`src/rtl/sdm_codec_if.sv`:
```
// PCM/SDM handshake bundle shared by the codec core and whatever drives it.
// master drives the PCM and bitstream inputs; slave is the codec core.
interface sdm_codec_if #(parameter int DATA_W = 16);
  logic              valid_in_dac1, valid_in_dac2;
  logic [DATA_W-1:0] audio_in1, audio_in2;
  logic              valid_in_adc1, valid_in_adc2;
  logic              sdm_in1, sdm_in2;
  logic              valid_out_dac1, valid_out_dac2;
  logic              sdm_out1, sdm_out2;
  logic              valid_out_adc1, valid_out_adc2;
  logic [DATA_W-1:0] audio_out1, audio_out2;

  modport master (
    output valid_in_dac1, valid_in_dac2, audio_in1, audio_in2,
           valid_in_adc1, valid_in_adc2, sdm_in1, sdm_in2,
    input  valid_out_dac1, valid_out_dac2, sdm_out1, sdm_out2,
           valid_out_adc1, valid_out_adc2, audio_out1, audio_out2
  );

  modport slave (
    input  valid_in_dac1, valid_in_dac2, audio_in1, audio_in2,
           valid_in_adc1, valid_in_adc2, sdm_in1, sdm_in2,
    output valid_out_dac1, valid_out_dac2, sdm_out1, sdm_out2,
           valid_out_adc1, valid_out_adc2, audio_out1, audio_out2
  );
endinterface

```
`src/rtl/sdm_codec_top.sv`:
```
// Two-lane sigma-delta codec: first-order error-feedback PCM->1-bit modulator
// and boxcar 1-bit->PCM decimator per lane; lanes share nothing but the clock.
module sdm_codec_lane #(
  parameter int DATA_W     = 16,
  parameter int DECIM_LOG2 = 6
) (
  input  logic              clk,
  input  logic              rst_n,
  input  logic              i_vld_dac,
  input  logic [DATA_W-1:0] i_audio,
  input  logic              i_vld_adc,
  input  logic              i_sdm,
  output logic              o_vld_dac,
  output logic              o_sdm,
  output logic              o_vld_adc,
  output logic [DATA_W-1:0] o_audio
);
  localparam int V_W   = DATA_W + 2;
  localparam int SHIFT = DATA_W - DECIM_LOG2;
  localparam logic signed [V_W-1:0] HALF =
    {{(V_W-DECIM_LOG2){1'b0}}, 1'b1, {(DECIM_LOG2-1){1'b0}}};
  localparam logic signed [V_W-1:0] MAXP = {3'b000, {(DATA_W-1){1'b1}}};
  localparam logic signed [V_W-1:0] MINN = {3'b111, {(DATA_W-1){1'b0}}};
  localparam logic [DECIM_LOG2-1:0] CNT_ONE = {{(DECIM_LOG2-1){1'b0}}, 1'b1};

  // DAC: the carry out of the phase accumulator is the output bit
  logic [DATA_W-1:0] r_acc;
  logic              r_sdm, r_vld_dac;
  logic [DATA_W-1:0] w_u;
  logic [DATA_W:0]   w_sum;

  assign w_u   = i_audio ^ {1'b1, {(DATA_W-1){1'b0}}};
  assign w_sum = {1'b0, r_acc} + {1'b0, w_u};

  always_ff @(posedge clk or negedge rst_n) begin
    if (!rst_n) begin
      r_acc     <= '0;
      r_sdm     <= 1'b0;
      r_vld_dac <= 1'b0;
    end else begin
      r_vld_dac <= i_vld_dac;
      if (i_vld_dac) begin
        r_acc <= w_sum[DATA_W-1:0];
        r_sdm <= w_sum[DATA_W];
      end
    end
  end

  // ADC: count ones over 2**DECIM_LOG2 valid bits, then scale to full-scale PCM
  logic [DECIM_LOG2:0]          r_ones;
  logic [DECIM_LOG2-1:0]        r_cnt;
  logic                         r_vld_adc;
  logic [DATA_W-1:0]            r_audio;
  logic [DECIM_LOG2:0]          w_ones_tot;
  logic                         w_last;
  logic signed [V_W-1:0]        w_diff, w_v;
  logic [DATA_W-1:0]            w_sat;

  assign w_ones_tot = r_ones + {{DECIM_LOG2{1'b0}}, i_sdm};
  assign w_last     = &r_cnt;
  assign w_diff     = $signed({{(V_W-DECIM_LOG2-1){1'b0}}, w_ones_tot}) - HALF;
  assign w_v        = w_diff <<< SHIFT;

  // Only an all-ones window overflows the positive range
  always_comb begin
    w_sat = w_v[DATA_W-1:0];
    if (w_v > MAXP)      w_sat = MAXP[DATA_W-1:0];
    else if (w_v < MINN) w_sat = MINN[DATA_W-1:0];
  end

  always_ff @(posedge clk or negedge rst_n) begin
    if (!rst_n) begin
      r_ones    <= '0;
      r_cnt     <= '0;
      r_vld_adc <= 1'b0;
      r_audio   <= '0;
    end else begin
      r_vld_adc <= 1'b0;
      if (i_vld_adc) begin
        if (w_last) begin
          r_audio   <= w_sat;
          r_vld_adc <= 1'b1;
          r_ones    <= '0;
          r_cnt     <= '0;
        end else begin
          r_ones <= w_ones_tot;
          r_cnt  <= r_cnt + CNT_ONE;
        end
      end
    end
  end

  assign o_vld_dac = r_vld_dac;
  assign o_sdm     = r_sdm;
  assign o_vld_adc = r_vld_adc;
  assign o_audio   = r_audio;
endmodule

module sdm_codec_top #(
  parameter int DATA_W     = 16,
  parameter int DECIM_LOG2 = 6
) (
  input  logic        clk,
  input  logic        rst_n,
  sdm_codec_if.slave  bus
);
  localparam int NUM_LANES = 2;

  logic [NUM_LANES-1:0]             w_vin_dac, w_vin_adc, w_sdm_in;
  logic [NUM_LANES-1:0]             w_vout_dac, w_vout_adc, w_sdm_out;
  logic [NUM_LANES-1:0][DATA_W-1:0] w_audio_in, w_audio_out;

  assign w_vin_dac  = {bus.valid_in_dac2, bus.valid_in_dac1};
  assign w_vin_adc  = {bus.valid_in_adc2, bus.valid_in_adc1};
  assign w_sdm_in   = {bus.sdm_in2, bus.sdm_in1};
  assign w_audio_in = {bus.audio_in2, bus.audio_in1};

  for (genvar g = 0; g < NUM_LANES; g++) begin : g_lane
    sdm_codec_lane #(.DATA_W(DATA_W), .DECIM_LOG2(DECIM_LOG2)) u_lane (
      .clk       (clk),
      .rst_n     (rst_n),
      .i_vld_dac (w_vin_dac[g]),
      .i_audio   (w_audio_in[g]),
      .i_vld_adc (w_vin_adc[g]),
      .i_sdm     (w_sdm_in[g]),
      .o_vld_dac (w_vout_dac[g]),
      .o_sdm     (w_sdm_out[g]),
      .o_vld_adc (w_vout_adc[g]),
      .o_audio   (w_audio_out[g])
    );
  end

  assign bus.valid_out_dac1 = w_vout_dac[0];
  assign bus.valid_out_dac2 = w_vout_dac[1];
  assign bus.sdm_out1       = w_sdm_out[0];
  assign bus.sdm_out2       = w_sdm_out[1];
  assign bus.valid_out_adc1 = w_vout_adc[0];
  assign bus.valid_out_adc2 = w_vout_adc[1];
  assign bus.audio_out1     = w_audio_out[0];
  assign bus.audio_out2     = w_audio_out[1];
endmodule

```
`src/flat_wrapper.sv`:
```
// flat-port wrapper written by rule: the top's interface ports become plain ports
module sdm_codec_top_flat 
#(
  parameter int DATA_W     = 16,
  parameter int DECIM_LOG2 = 6
)
  (clk, rst_n, bus_valid_in_dac1, bus_valid_in_dac2, bus_audio_in1, bus_audio_in2, bus_valid_in_adc1, bus_valid_in_adc2, bus_sdm_in1, bus_sdm_in2, bus_valid_out_dac1, bus_valid_out_dac2, bus_sdm_out1, bus_sdm_out2, bus_valid_out_adc1, bus_valid_out_adc2, bus_audio_out1, bus_audio_out2);
  sdm_codec_if #(.DATA_W(DATA_W)) bus_i ();
  input  logic clk;
  input  logic rst_n;
  input wire logic [$bits(bus_i.valid_in_dac1)-1:0] bus_valid_in_dac1;
  input wire logic [$bits(bus_i.valid_in_dac2)-1:0] bus_valid_in_dac2;
  input wire logic [$bits(bus_i.audio_in1)-1:0] bus_audio_in1;
  input wire logic [$bits(bus_i.audio_in2)-1:0] bus_audio_in2;
  input wire logic [$bits(bus_i.valid_in_adc1)-1:0] bus_valid_in_adc1;
  input wire logic [$bits(bus_i.valid_in_adc2)-1:0] bus_valid_in_adc2;
  input wire logic [$bits(bus_i.sdm_in1)-1:0] bus_sdm_in1;
  input wire logic [$bits(bus_i.sdm_in2)-1:0] bus_sdm_in2;
  output wire logic [$bits(bus_i.valid_out_dac1)-1:0] bus_valid_out_dac1;
  output wire logic [$bits(bus_i.valid_out_dac2)-1:0] bus_valid_out_dac2;
  output wire logic [$bits(bus_i.sdm_out1)-1:0] bus_sdm_out1;
  output wire logic [$bits(bus_i.sdm_out2)-1:0] bus_sdm_out2;
  output wire logic [$bits(bus_i.valid_out_adc1)-1:0] bus_valid_out_adc1;
  output wire logic [$bits(bus_i.valid_out_adc2)-1:0] bus_valid_out_adc2;
  output wire logic [$bits(bus_i.audio_out1)-1:0] bus_audio_out1;
  output wire logic [$bits(bus_i.audio_out2)-1:0] bus_audio_out2;
  assign bus_i.valid_in_dac1 = bus_valid_in_dac1;
  assign bus_i.valid_in_dac2 = bus_valid_in_dac2;
  assign bus_i.audio_in1 = bus_audio_in1;
  assign bus_i.audio_in2 = bus_audio_in2;
  assign bus_i.valid_in_adc1 = bus_valid_in_adc1;
  assign bus_i.valid_in_adc2 = bus_valid_in_adc2;
  assign bus_i.sdm_in1 = bus_sdm_in1;
  assign bus_i.sdm_in2 = bus_sdm_in2;
  assign bus_valid_out_dac1 = bus_i.valid_out_dac1;
  assign bus_valid_out_dac2 = bus_i.valid_out_dac2;
  assign bus_sdm_out1 = bus_i.sdm_out1;
  assign bus_sdm_out2 = bus_i.sdm_out2;
  assign bus_valid_out_adc1 = bus_i.valid_out_adc1;
  assign bus_valid_out_adc2 = bus_i.valid_out_adc2;
  assign bus_audio_out1 = bus_i.audio_out1;
  assign bus_audio_out2 = bus_i.audio_out2;
  sdm_codec_top #(.DATA_W(DATA_W), .DECIM_LOG2(DECIM_LOG2)) u_core (.clk(clk), .rst_n(rst_n), .bus(bus_i));
endmodule
```
`config.mk`:
```
export PLATFORM = sky130hd
export DESIGN_NAME = sdm_codec_top_flat
export DESIGN_NICKNAME = d
export VERILOG_FILES = /design/src/rtl/sdm_codec_if.sv /design/src/rtl/sdm_codec_top.sv /design/src/flat_wrapper.sv
export SDC_FILE = /design/constraint.sdc
export NUM_CORES = 1
export LEC_CHECK = 0
export CORE_MARGIN = 4
export CORE_UTILIZATION = 40
export CTS_CLUSTER_SIZE = 25
export DETAILED_ROUTE_END_ITERATION = 8
export HOLD_SLACK_MARGIN = 0.1
export PLACE_DENSITY = 0.65
export SYNTH_ARGS = -nofsm -noshare
export SYNTH_HDL_FRONTEND = slang
export SYNTH_SLANG_ARGS = --single-unit
```
`constraint.sdc`:
```
create_clock -name clk -period 2.3 [get_ports clk]
set_input_delay 0.23 -clock clk [delete_from_list [all_inputs] [get_ports clk]]
set_output_delay 0.23 -clock clk [all_outputs]
set_load 0.05 [all_outputs]
```
==> metrics <==
Slew headroom=63.7%; Post-Synth Adder-Cell Area=10.6%; Mapped Cells=511; asr flop ratio synth=100%; Setup crit end kind=register; fraction of layout cells with a size suffix above 1=15.6%; die width=118 um; Worst Max-Slew Pin Slew=0.543 ns; mux contribution to synthesized area=4.54%; Pwr Density=1230 nW/um^2; register area share after synthesis=40.0%; RSZ-0062 raised after global routing=true; die area=14000 um^2; Worst Hold Class=in -> async; post-synthesis compound-gate area fraction=18.1%; simple logic cell fraction of the synthesized area=14.7%; Antenna diodes=0; max-slew violation count=0; CTS clk-pin slew, worst paths=0.06 ns; reg-to-reg endpoint=u_core.g_lane[1].u_lane.o_sdm; Crit Path Category=reg -> reg; CTS root buf=clkbuf_16; CP startpoint kind=register; row count=40; 1st-pass router iterations=5; reg-to-reg startpoint=u_core.g_lane[1].u_lane.r_acc[0]; Skew-Pair Late Insertion Delay=0.34 ns; ys flop type=dfrtp_1; maximum clock path buffer count=2; vias=4017; largest family of logic cells by synthesized area=compound AO/OA/AOI/OAI gates; worst clock skew=0.00593 ns; Critical Path RT=2.53 ns; #FFs+latches synth=78; ANT nets after route=0; Tot GR Track Use=15.9%; leakage dissipation=0.00278 uW; 1st-iter DRT viols=196; area of the mapped netlist=4880 um^2; CP arrival=2.47 ns; Die Y=118 um; reg2reg path depth=8; post-synth top area share=40.0%; clock sinks=78; CP endpoint=u_core.g_lane[1].u_lane.o_sdm; H-tree depth=3; Total Nets Final=691; post-synthesis cell type count=62; Fmax=445 MHz; number of global-route vias before repair=4129; worst-path maximum fanout=3; Mapped Avg Cell Area=9.55 um^2; DP Wirelength=7.83 mm; final WL=10.9 mm; IO Pins=78; Tot Pwr=7780 uW; crit share post-route=97.6%; CTS buffer count=9; Mapped Nets=591; XOR/XNOR Fraction of Synth Area=5.92%; reg2reg setup slack=0.06 ns; area delta synth->final=30.2%; CTS tree=done; minimum clock period=2.24 ns; final setup vio count=0; first-pass GRT wire length=18.6 mm; Area after DPL=5970 um^2; Core ar.=12000 um^2; Via density=5.26; crit path launch=u_core.g_lane[1].u_lane.r_acc[0]; Synth area leaders=dfrtp_1 40%, ha_1 9.7%, xnor2_1 4.3%; number of flops mapped to enable cells by yosys=0; antenna violations before repair=0; total congestion overflow=0; drt drc=0; final instance area=6350 um^2; GP Congestion=0.832; VDD IR max=0.000548 V; Max-Cap Viols=0; outcome=finished clean; Hold Fails Final Rpt=0; cell accounting for the most synthesized area=dfrtp_1; Yosys Warn Count=0; Initial Util=40.8%; pin count of the biggest net entering global routing=43; Port Buf Inserts=77; DR WL/cell=14.3 um
[worst min path at each step]
stage / slack (ns) / depth (start not counted) / end
finish: 0.42 / 2 / u_core.g_lane[0].u_lane.r_acc[6]
global route: 0.47 / 2 / u_core.g_lane[0].u_lane.r_acc[6]
CTS: 0.42 / 2 / u_core.g_lane[0].u_lane.r_acc[6]
detailed placement: 0.24 / 1 / u_core.g_lane[0].u_lane.r_acc[6]
global placement: 0.24 / 1 / u_core.g_lane[0].u_lane.r_acc[6]
floorplan: -0.07 / 0 / u_core.g_lane[0].u_lane.o_audio[10]
[cell families after synthesis]
logic type	after synthesis
buf+inv	62
xor+xnor	33
simple gates	147
fa+ha+maj	40
compound gates	131
flops	78
mux	20
[through the flow]
stage | setup TNS [ns] | util, % | setup slack [ns] | hold slack [ns] | std cells
finish | 0 | 53.1 | 0.0551 | 0.423 | 763
global route | -0.0685 | 53.1 | -0.0472 | 0.469 | 763
CTS | 0 | 52.8 | 0.00967 | 0.420 | 761
detailed placement | -3.32 | 49.9 | -0.371 | 0.237 | 744
global placement | -2.67 | 49.9 | -0.305 | 0.237 | 744
floorplan | 0 | - | 0.0281 | -0.0656 | 511
[cell usage after synthesis (5+ instances only)]
master and n:
nor2_1 39, o22ai_1 14, nand2_1 42, clkbuf_1 13, xnor2_1 24, and3_1 10, a31oi_1 7, mux2_2 17
dfrtp_1 78, inv_1 29, buf_4 18, nand4_1 6, a21o_1 9, ha_1 38, o21ai_0 32, nor2b_1 6
nand2b_1 7, a21oi_1 26, nand3_1 15, xor2_1 9, nor3_1 5
[per-layer routing]
layer / GRT usage [%] / up-vias / share of wire [%]
met5: 0 / - / 0
met4: 7.24 / 0 / 2.2
met3: 2.30 / 16 / 3.4
met2: 27.6 / 78 / 49
met1: 19.5 / 1905 / 46
li1: - / 2018 / -
[sequential cells by signal, indices dropped and copies added, names as in the netlist]
| name | flops |
|---|---|
| u_core.g_lane.u_lane.o_audio | 14 |
| u_core.g_lane.u_lane.o_sdm | 2 |
| u_core.g_lane.u_lane.o_vld_adc | 2 |
| u_core.g_lane.u_lane.o_vld_dac | 2 |
| u_core.g_lane.u_lane.r_acc | 32 |
| u_core.g_lane.u_lane.r_cnt | 12 |
| u_core.g_lane.u_lane.r_ones | 14 |
[worst max-delay path, stage by stage (launching register included)]
cell and delay (ns):
dfrtp_1 0.38, ha_2 0.18, fa_2 0.35, a21o_4 0.22, a221oi_4 0.27, o221ai_2 0.14
a22o_1 0.21, o21a_1 0.19, o21a_1 0.19
[area by class of cell]
class	instances	area (um^2)
Clock buffer	10	229
Clock inverter	6	93.8
Fill cell	1073	5610
Inverter	29	109
Multi-Input combinational cell	371	2670
Sequential cell	78	1950
Tap cell	147	184
Timing Repair Buffer	122	1120
[layout by cell type, fill, tap and decap left out, types with 6 or more instances in the layout]
cell type,netlist,layout
xor2_1,9,9
o21ai_0,32,32
nand2_1,42,42
xnor2_1,24,24
clkdlybuf4s50_1,0,76
ha_1,38,37
nor2_1,39,39
buf_4,18,44
inv_1,29,29
o22ai_1,14,14
nand2b_1,7,7
nand3_1,15,15
a21o_1,9,9
nor2b_1,6,6
mux2_2,17,17
and3_1,10,10
dfrtp_1,78,78
a31oi_1,7,7
a21oi_1,26,26
nand4_1,6,6
clkbuf_16,0,9
[power by group]
part | switching, uW | leakage, uW | total (uW) | internal (uW)
sequential | 352 | 0.000962 | 2210 | 1860
combinational | 2050 | 0.00167 | 4010 | 1960
clock | 601 | 0.000153 | 1560 | 959
[timing repair]
item,in CTS,in global routing
hold buffers,1,0
cloned,0,0
hold endpoints to repair,36,0
endpoints found under the setup margin,2,5
gates resized for setup,2,5
buffers inserted,0,2
pin swaps,2,0
(Power assumes the default switching activity.)
